--- src/rtl/mem_pkg.sv ---
// Shared defaults, controller state encoding and the queued request record
// for the memory request controller.
package mem_pkg;

  localparam int unsigned DefAddrW     = 5;
  localparam int unsigned DefDataW     = 8;
  localparam int unsigned DefFifoDepth = 4;

  typedef enum logic [1:0] {
    StIdle,
    StIssue,
    StCapt,
    StResp
  } state_e;

  typedef struct packed {
    logic                write;
    logic [DefAddrW-1:0] addr;
    logic [DefDataW-1:0] wdata;
  } req_t;

endpackage

--- src/rtl/req_fifo.sv ---
// Request queue: power-of-two depth, wrapping pointers, no push-to-pop bypass.
module req_fifo
  import mem_pkg::*;
#(
  parameter int unsigned Depth = DefFifoDepth,
  parameter type T = req_t,
  localparam int unsigned PtrW = $clog2(Depth)
) (
  input  logic          clk,
  input  logic          rst,
  input  logic          push,
  input  T              wdata,
  input  logic          pop,
  output T              rdata,
  output logic          full,
  output logic          empty,
  output logic [PtrW:0] count
);

  T                mem_q [Depth];
  logic [PtrW-1:0] wr_ptr_q;
  logic [PtrW-1:0] rd_ptr_q;
  logic [PtrW:0]   count_q;
  logic            do_push;
  logic            do_pop;

  assign full    = (count_q == (PtrW + 1)'(Depth));
  assign empty   = (count_q == '0);
  assign count   = count_q;
  assign rdata   = mem_q[rd_ptr_q];
  assign do_push = push && !full;
  assign do_pop  = pop && !empty;

  always_ff @(posedge clk) begin
    if (do_push) begin
      mem_q[wr_ptr_q] <= wdata;
    end
  end

  // Pointers are exactly PtrW bits wide, so increment wraps modulo Depth.
  always_ff @(posedge clk) begin
    if (rst) begin
      wr_ptr_q <= '0;
      rd_ptr_q <= '0;
      count_q  <= '0;
    end else begin
      if (do_push) wr_ptr_q <= wr_ptr_q + 1'b1;
      if (do_pop)  rd_ptr_q <= rd_ptr_q + 1'b1;
      case ({do_push, do_pop})
        2'b10:   count_q <= count_q + 1'b1;
        2'b01:   count_q <= count_q - 1'b1;
        default: count_q <= count_q;
      endcase
    end
  end

endmodule

--- src/rtl/mem_req_ctrl.sv ---
// Queues read/write requests and sequences them onto a registered byte memory,
// returning read data through a valid/ready response channel.
module mem_req_ctrl
  import mem_pkg::*;
#(
  parameter int unsigned ADDR_W     = DefAddrW,
  parameter int unsigned DATA_W     = DefDataW,
  parameter int unsigned FIFO_DEPTH = DefFifoDepth
) (
  input  logic              clk,
  input  logic              rst,
  input  logic              req_valid,
  output logic              req_ready,
  input  logic              req_write,
  input  logic [ADDR_W-1:0] req_addr,
  input  logic [DATA_W-1:0] req_wdata,
  output logic              rsp_valid,
  input  logic              rsp_ready,
  output logic [ADDR_W-1:0] rsp_addr,
  output logic [DATA_W-1:0] rsp_rdata,
  output logic              read,
  output logic              write,
  output logic [ADDR_W-1:0] addr,
  output logic [DATA_W-1:0] data_in,
  input  logic [DATA_W-1:0] data_out,
  output logic              busy
);

  typedef struct packed {
    logic              write;
    logic [ADDR_W-1:0] addr;
    logic [DATA_W-1:0] wdata;
  } ctrl_req_t;

  ctrl_req_t                     push_req;
  ctrl_req_t                     head;
  logic                          fifo_full;
  logic                          fifo_empty;
  logic [$clog2(FIFO_DEPTH):0]   fifo_count;
  logic                          pop;

  state_e            state_q, state_d;
  logic              read_q, read_d;
  logic              write_q, write_d;
  logic [ADDR_W-1:0] addr_q, addr_d;
  logic [DATA_W-1:0] data_in_q, data_in_d;
  logic              rsp_valid_q, rsp_valid_d;
  logic [ADDR_W-1:0] rsp_addr_q, rsp_addr_d;
  logic [DATA_W-1:0] rsp_rdata_q, rsp_rdata_d;

  assign req_ready = !fifo_full;
  assign push_req  = '{write: req_write, addr: req_addr, wdata: req_wdata};

  req_fifo #(
    .Depth (FIFO_DEPTH),
    .T     (ctrl_req_t)
  ) u_req_fifo (
    .clk   (clk),
    .rst   (rst),
    .push  (req_valid && req_ready),
    .wdata (push_req),
    .pop   (pop),
    .rdata (head),
    .full  (fifo_full),
    .empty (fifo_empty),
    .count (fifo_count)
  );

  always_comb begin
    state_d     = state_q;
    read_d      = read_q;
    write_d     = write_q;
    addr_d      = addr_q;
    data_in_d   = data_in_q;
    rsp_valid_d = rsp_valid_q;
    rsp_addr_d  = rsp_addr_q;
    rsp_rdata_d = rsp_rdata_q;
    pop         = 1'b0;
    unique case (state_q)
      StIdle: begin
        if (!fifo_empty) begin
          pop       = 1'b1;
          addr_d    = head.addr;
          data_in_d = head.wdata;
          read_d    = !head.write;
          write_d   = head.write;
          state_d   = StIssue;
        end
      end
      StIssue: begin
        read_d  = 1'b0;
        write_d = 1'b0;
        state_d = read_q ? StCapt : StIdle;
      end
      // Memory sampled the strobe on entry here, so data_out is now valid.
      StCapt: begin
        rsp_rdata_d = data_out;
        rsp_addr_d  = addr_q;
        rsp_valid_d = 1'b1;
        state_d     = StResp;
      end
      StResp: begin
        if (rsp_ready) begin
          rsp_valid_d = 1'b0;
          state_d     = StIdle;
        end
      end
      default: state_d = StIdle;
    endcase
  end

  always_ff @(posedge clk) begin
    if (rst) begin
      state_q     <= StIdle;
      read_q      <= 1'b0;
      write_q     <= 1'b0;
      addr_q      <= '0;
      data_in_q   <= '0;
      rsp_valid_q <= 1'b0;
      rsp_addr_q  <= '0;
      rsp_rdata_q <= '0;
    end else begin
      state_q     <= state_d;
      read_q      <= read_d;
      write_q     <= write_d;
      addr_q      <= addr_d;
      data_in_q   <= data_in_d;
      rsp_valid_q <= rsp_valid_d;
      rsp_addr_q  <= rsp_addr_d;
      rsp_rdata_q <= rsp_rdata_d;
    end
  end

  assign read      = read_q;
  assign write     = write_q;
  assign addr      = addr_q;
  assign data_in   = data_in_q;
  assign rsp_valid = rsp_valid_q;
  assign rsp_addr  = rsp_addr_q;
  assign rsp_rdata = rsp_rdata_q;
  assign busy      = (fifo_count != '0) || (state_q != StIdle);

endmodule
--- config.mk ---
export PLATFORM = sky130hd
export DESIGN_NAME = mem_req_ctrl
export DESIGN_NICKNAME = d
export VERILOG_FILES = /design/src/rtl/mem_pkg.sv /design/src/rtl/req_fifo.sv /design/src/rtl/mem_req_ctrl.sv
export SDC_FILE = /design/constraint.sdc
export NUM_CORES = 1
export LEC_CHECK = 0
export BUFFER_PORTS_ARGS = -buffer_cell sky130_fd_sc_hd__buf_2
export CORE_UTILIZATION = 30
export CTS_BUF_LIST = sky130_fd_sc_hd__clkbuf_4
export CTS_CLUSTER_DIAMETER = 200
export DETAILED_ROUTE_END_ITERATION = 10
export SLEW_MARGIN = 20
export SYNTH_ARGS = -nofsm -noshare
export SYNTH_HDL_FRONTEND = slang
export SYNTH_SLANG_ARGS = --single-unit
--- constraint.sdc ---
create_clock -name clk -period 3.95 [get_ports clk]
set_clock_uncertainty 0.05 [all_clocks]
set_input_delay 0 -clock clk [delete_from_list [all_inputs] [get_ports clk]]
set_output_delay 0 -clock clk [all_outputs]
set_load 0.02 [all_outputs]
==> results of run 1 <==
==> report_power, final <==
part	internal (uW)	total [uW]	switching, uW
clock network	138	428	290
registers	1230	1370	139
logic	327	762	435
total	1690	2560	864
==> final timing paths <==
| path | depth (start not counted) | slack [ns] | to |
|---|---|---|---|
| min reg2reg | 2 | 0.41 | rsp_rdata[5] |
| min | 2 | 0.08 | u_req_fifo.wr_ptr_q[0] |
| max | 7 | 1.31 | u_req_fifo.count[2] |
| max reg2reg | 7 | 1.31 | u_req_fifo.count[2] |
==> placed cells by master, fill, tap and decap left out <==
master         Yosys  layout
clkinvlp_4         0       1
nor2_1            12      12
nand3b_1           1       1
or3b_1             1       1
nor3_1             2       2
nand2_1           60      60
clkinv_1           0       2
nor2b_1            3       3
or3_1              1       1
a22oi_1            1       1
a32oi_1            1       1
clkbuf_4           0      11
nor3_4             1       1
a2bb2oi_1          1       1
edfxtp_1          56      56
and2_4             1       1
mux2_1             2       2
and3_1             5       5
a21oi_1           30      30
fa_1               1       1
xor2_1             1       1
dlygate4sd3_1      0      24
buf_2              3      56
xnor2_2            1       1
nand2b_1           4       4
inv_1              2       2
ha_1               4       4
xnor2_1            2       2
mux4_2            14      14
o21bai_1           1       1
nand3_1            1       1
mux2i_1            1       1
clkinv_2           0       2
dfxtp_1           40      40
==> metrics by stage <==
| step | utilization (%) | hold slack [ns] | cells | total power [uW] |
|---|---|---|---|---|
| floorplan | - | 0.0489 | 265 | 1930 |
| global placement | 34.6 | 0.166 | 449 | 2130 |
| detailed placement | 34.6 | 0.172 | 449 | 2160 |
| CTS | 37.6 | 0.0404 | 489 | 2610 |
| global route | 37.6 | 0.0535 | 489 | 2730 |
| finish | 37.6 | 0.0796 | 489 | 2560 |
==> worst reg2reg max path: cells and delay by family, from the launching register on <==
| kind | cells | cell delay (ns) |
|---|---|---|
| muxes | 1 | 0.34 |
| and+or+nand+nor | 4 | 1.21 |
| AOI/OAI and AO/OA | 1 | 0.16 |
| adders and majority gates | 1 | 0.41 |
| DFF | 1 | 0.38 |
==> registers in the layout, summed over array words and instances (netlist names), named ones only <==
register,count
u_req_fifo.wr_ptr_q,2
u_req_fifo.count,3
u_req_fifo.mem_q,56
addr,5
rsp_valid,1
rsp_addr,5
state_q,1
rsp_rdata,8
u_req_fifo.rd_ptr_q,2
data_in,8
read,1
write,1
==> cell families (layout without fill, tap and decap cells) <==
kind of cell	count (synthesis)	count (layout)	synth area share (%)
buffers and inverters	17	98	2.28
adder cells (fa/ha/maj)	5	5	1.94
AO/OA/AOI/OAI	34	34	5.05
multiplexers	17	17	9.62
AND/OR/NAND/NOR	92	92	11.3
XOR/XNOR	4	4	1.18
flip-flops	96	96	68.7
==> metal layers <==
| metal | part of all wire (%) | GRT usage, % |
|---|---|---|
| met5 | 0 | 0 |
| met4 | 0.35 | 4.77 |
| met3 | 6.5 | 3.76 |
| met1 | 43 | 13.6 |
| met2 | 51 | 19.5 |
==> area by class of cell <==
cell class	count	area [um^2]	area share, %
inverter	2	7.51	0.173
tap	143	179	4.12
multi-input combinational	152	1050	24.2
timing repair buffer	80	520	12.0
sequential	96	2480	57.1
clock inverter	5	25.0	0.576
clock buffer	11	82.6	1.90
==> flow_metrics.tcl, run 1 <==
set metrics [dict create \
    status "finished with violations" \
    violations "design-rule violations" \
    fin_ws_ns 1.31 \
    grt-ovfl-total 0 \
    synth_edf_count 56 \
    reg2reg_from "u_req_fifo.count[0]" \
    drive_gt1_share_pct 25.1 \
    clk_path_buf_depth 2 \
    synth_area_per_cell_um2 13.6 \
    post-route-period-util_pct 66.9 \
    synthTopCellsByCount "60 x nand2_1, 56 x edfxtp_1, 40 x dfxtp_1, 30 x a21oi_1, 14 x mux4_2" \
    vias 2205 \
    ant_nets 0 \
    worst_hold_path_type "in2reg" \
    insertion_delay_ns 0.43 \
    ys_warn_count 0 \
    io_pins 57 \
    max_clock_freq_mhz 378 \
    drt_iter0_markers 143 \
    path_class "reg2reg" \
    tns_ns 0 \
    synth.most_common_cell "nand2_1" \
    finalWirelength_um 6820 \
    die_h_um 112 \
    max_cap_viol_count 0 \
    synthArstFlopShare_pct 0 \
    dieWidth_um 112 \
    clk_pin_slew_ns 0.12 \
    dieArea_um2 12500 \
    cts_tree "built" \
    hold_path.startpoint "rst" \
    ctsHtreeMaxLevel 3 \
    ir_drop_v 0.000260 \
    ys_ff_latch 96 \
    syn_area_um2 3620 \
    clock_sinks 96 \
    grt.total_usage_pct 11.6 \
    core_um2 11600 \
    ys_types 32 \
    area_delta_synth_final_pct 20.2 \
    path_delay_family "simple AND/OR/NAND/NOR gates" \
    synth_top_area_cell "edfxtp_1" \
    postLayoutCellArea_um2 4350 \
    setup_violations 0 \
    ctsHoldBuffers 24 \
    std_cell_rows 39 \
    hold_viol_final 0 \
    crit_buf_inv 0 \
    required_ns 4.22 \
    crit_path_max_incr_delay_ns 0.47 \
    fillers 1147 \
    ys.flop_type "edfxtp_1" \
    grt_max_degree 44 \
    syn_inst 265 \
    postCtsSetupRepairBufs 0 \
    cp-end-kind "register" \
    worst_pin_slew_ns 0.989 \
    firstDrtPassIters 8 \
    layout.nets 372 \
    rsz0062_at_grt "false" \
    power_density_nw_per_um2 588 \
    start_util_pct 31.3 \
    place_area_um2 4000 \
    arrival_ns 2.91 \
    critPathLaunch "u_req_fifo.count[0]" \
    drv_slew 0 \
    cpMaxStageDelayCell "nand2_1" \
    cts_resized 0 \
    path_cells "or3_1, nand2_1, nor2_1, fa_1, and3_1, a32oi_1, mux2_1" \
    synth_nets 296 \
    antenna_found_initial 0 \
    drc_errors 8 \
    numPortBuffers 56 \
    via_per_inst 4.51 \
    dp_hpwl_um 4330 \
    grt_pass1_vias 2167 \
    path_max_fanout 16 \
    routedWlPerCell_um 13.9 \
    leakage_uw 0.00160 \
    cp-start-kind "register" \
    n_antenna_cell 0 \
    maxSlewHeadroom_pct 34.0 \
    synth_top_area_share_pct 46.5 \
    cts_buffers 9 \
    cts-root-buf "clkbuf_4" \
    post-place-ws_ns 1.27 \
    finalCriticalPeriod_ns 2.64 \
    yosysSeqAreaShare_pct 68.7 \
    synth_top_cells_by_area "edfxtp_1 47%, dfxtp_1 22%, mux4_2 8.7%" \
    gp_congestion 0.712 \
    grt_pass1_wl_um 10800 \
]
(Power assumes the default switching activity.)
==> inputs of run 2 (changes only) <==
- clock period: 3.95 -> 2.6 ns (I/O delays scaled with it)
==> run 2 against run 1 <==
  * The run still ends with design-rule violations left
  * Clock power is 75% higher
  * Wire length increased by 0.44%
  * Worst hold slack better by 0.17 ns
  * Clock-buffer cell count decreased by 2
  * Die area stayed put
  * Design area rose by 2.3%
  * Cell count up 2.0%
  * Total power rose by 58%
  * Critical path type unchanged
==> flow_metrics.tcl, run 2 (synthesis results as in run 1) <==
set metrics [dict create \
    worst_hold_path_type "in2reg" \
    layout_commonest_cell "nand2_1" \
    vias 2230 \
    dp_hpwl_um 4390 \
    leakage_uw 0.00166 \
    routedWlPerCell_um 13.7 \
    critPathLaunch "u_req_fifo.count[0]" \
    clk_pin_slew_ns 0.13 \
    clock_sinks 96 \
    dieArea_um2 12500 \
    cpMaxStageDelayCell "dfxtp_1" \
    finalWirelength_um 6850 \
    violations "design-rule violations" \
    drc_errors 8 \
    crit_path_max_incr_delay_ns 0.45 \
    grt_max_degree 25 \
    drive_gt1_share_pct 26.4 \
    reg2reg_from "u_req_fifo.count[0]" \
    path_max_fanout 8 \
    n_antenna_cell 0 \
    insertion_delay_ns 0.43 \
    required_ns 2.89 \
    drv_slew 0 \
    drt_iter0_markers 106 \
    cts_tree "built" \
    ant_nets 0 \
    dieWidth_um 112 \
    cts-root-buf "clkbuf_4" \
    r2r_slack_ns 0.40 \
    std_cell_rows 39 \
    hold_viol_final 0 \
    antenna_found_initial 0 \
    cp-start-kind "register" \
    total_power_uw 4040 \
    grt.total_usage_pct 11.8 \
    numPortBuffers 56 \
    post-route-period-util_pct 84.7 \
    path_cells "or3b_1, and2_4, nor2_1, fa_1, and3_1, a32oi_1, mux2_1" \
    largest_register_ffs 56 \
    grt-ovfl-total 0 \
    path_delay_family "simple AND/OR/NAND/NOR gates" \
    die_h_um 112 \
    core_um2 11600 \
    top_register "u_req_fifo.mem_q" \
    via_per_inst 4.47 \
    cp.depth 7 \
    tns_ns 0 \
    maxSlewHeadroom_pct 48.2 \
    path_class "reg2reg" \
    firstDrtPassIters 7 \
    reg2reg_depth 7 \
    cp-end-kind "register" \
    setup_violations 0 \
    crit_buf_inv 0 \
    start_util_pct 31.3 \
    post-place-ws_ns 0.413 \
    io_pins 57 \
    cts_buffers 9 \
    power_density_nw_per_um2 910 \
    hold_ws_ns 0.253 \
    fin_cells 499 \
    ir_drop_v 0.000514 \
    worst_pin_slew_ns 0.774 \
    finalCriticalPeriod_ns 2.20 \
    final_cell_mix "60 x nand2_1, 56 x buf_2, 56 x edfxtp_1, 40 x dfxtp_1, 30 x a21oi_1" \
    r2r-end "u_req_fifo.count[2]" \
    fin_ws_ns 0.397 \
    clk_path_buf_depth 2 \
    grt_pass1_wl_um 11200 \
    max_cap_viol_count 0 \
    grt_pass1_vias 2146 \
    status "finished with violations" \
    fillers 1094 \
    layout.nets 382 \
    area_delta_synth_final_pct 23.0 \
    rsz0062_at_grt "false" \
    max_clock_freq_mhz 454 \
    arrival_ns 2.49 \
    crit_path_end "u_req_fifo.count[2]" \
    gp_congestion 0.736 \
    ctsHtreeMaxLevel 3 \
    dp.cells 458 \
]
## run 2: cell types whose count changed in the layout (fill, tap and decap cells not counted)
cell,delta
dlygate4sd3_1,+1
clkbuf_4,-2
clkinv_1,+2
bufinv_16,+1
buf_4,+9
clkinv_2,-2
inv_6,+1
## run 2: area by class of cell
type                    instances  area, um^2  share of cell area, %
well taps                     143         179                   4.02
flip-flops and latches         96        2480                   55.8
clock buffers                   9        67.6                   1.52
inverters                       2        7.51                  0.169
multi-input cells             152        1050                   23.6
repair buffers                 90         598                   13.4
clock inverters                 7        61.3                   1.38
## run 2: worst reg2reg max path: cells and delay by family, from the launching register on
kind	cells	cell delay, ns
DFF	1	0.45
adders and majority gates	1	0.38
AOI/OAI and AO/OA	1	0.16
muxes	1	0.33
and+or+nand+nor	4	0.73
## run 2: worst min-delay path by stage
stage | start | end | depth (start not counted)
after CTS | req_wdata[3] | u_req_fifo.mem_q[2][3] | 2
after detailed placement | req_addr[2] | u_req_fifo.mem_q[2][10] | 1
after global routing | req_wdata[1] | u_req_fifo.mem_q[2][1] | 2
after global placement | req_write | u_req_fifo.mem_q[3][13] | 1
after floorplan | req_wdata[0] | u_req_fifo.mem_q[0][0] | 0
final | req_wdata[2] | u_req_fifo.mem_q[2][2] | 2
## run 2: through the flow
step                area, um^2  util (%)
floorplan                 3620         -
global placement          4070      35.2
detailed placement        4070      35.2
CTS                       4450      38.5
global route              4450      38.5
finish                    4450      38.5
## run 2: what timing repair did
| item | CTS | global route |
|---|---|---|
| hold endpoints to repair | 80 | 0 |
| gates resized for setup | 0 | 0 |
| endpoints found under the setup margin | 0 | 0 |
| setup buffers | 0 | 0 |
| hold buffers | 25 | 0 |
## run 2: power by group
group | total (uW) | leakage [uW] | internal (uW) | switching, uW
Sequential | 2020 | 0.000840 | 1860 | 155
Clock | 748 | 0.0000665 | 285 | 463
Combinational | 1280 | 0.000751 | 536 | 743
## run 2: routing by layer
layer | vias to the layer above | track usage (%) | wire length [um]
met1 | 1046 | 15.4 | 3100
met5 | - | 0 | 0
met4 | 0 | 3.33 | 83
li1 | 1110 | - | -
met2 | 65 | 18.7 | 3220
met3 | 9 | 4.03 | 438
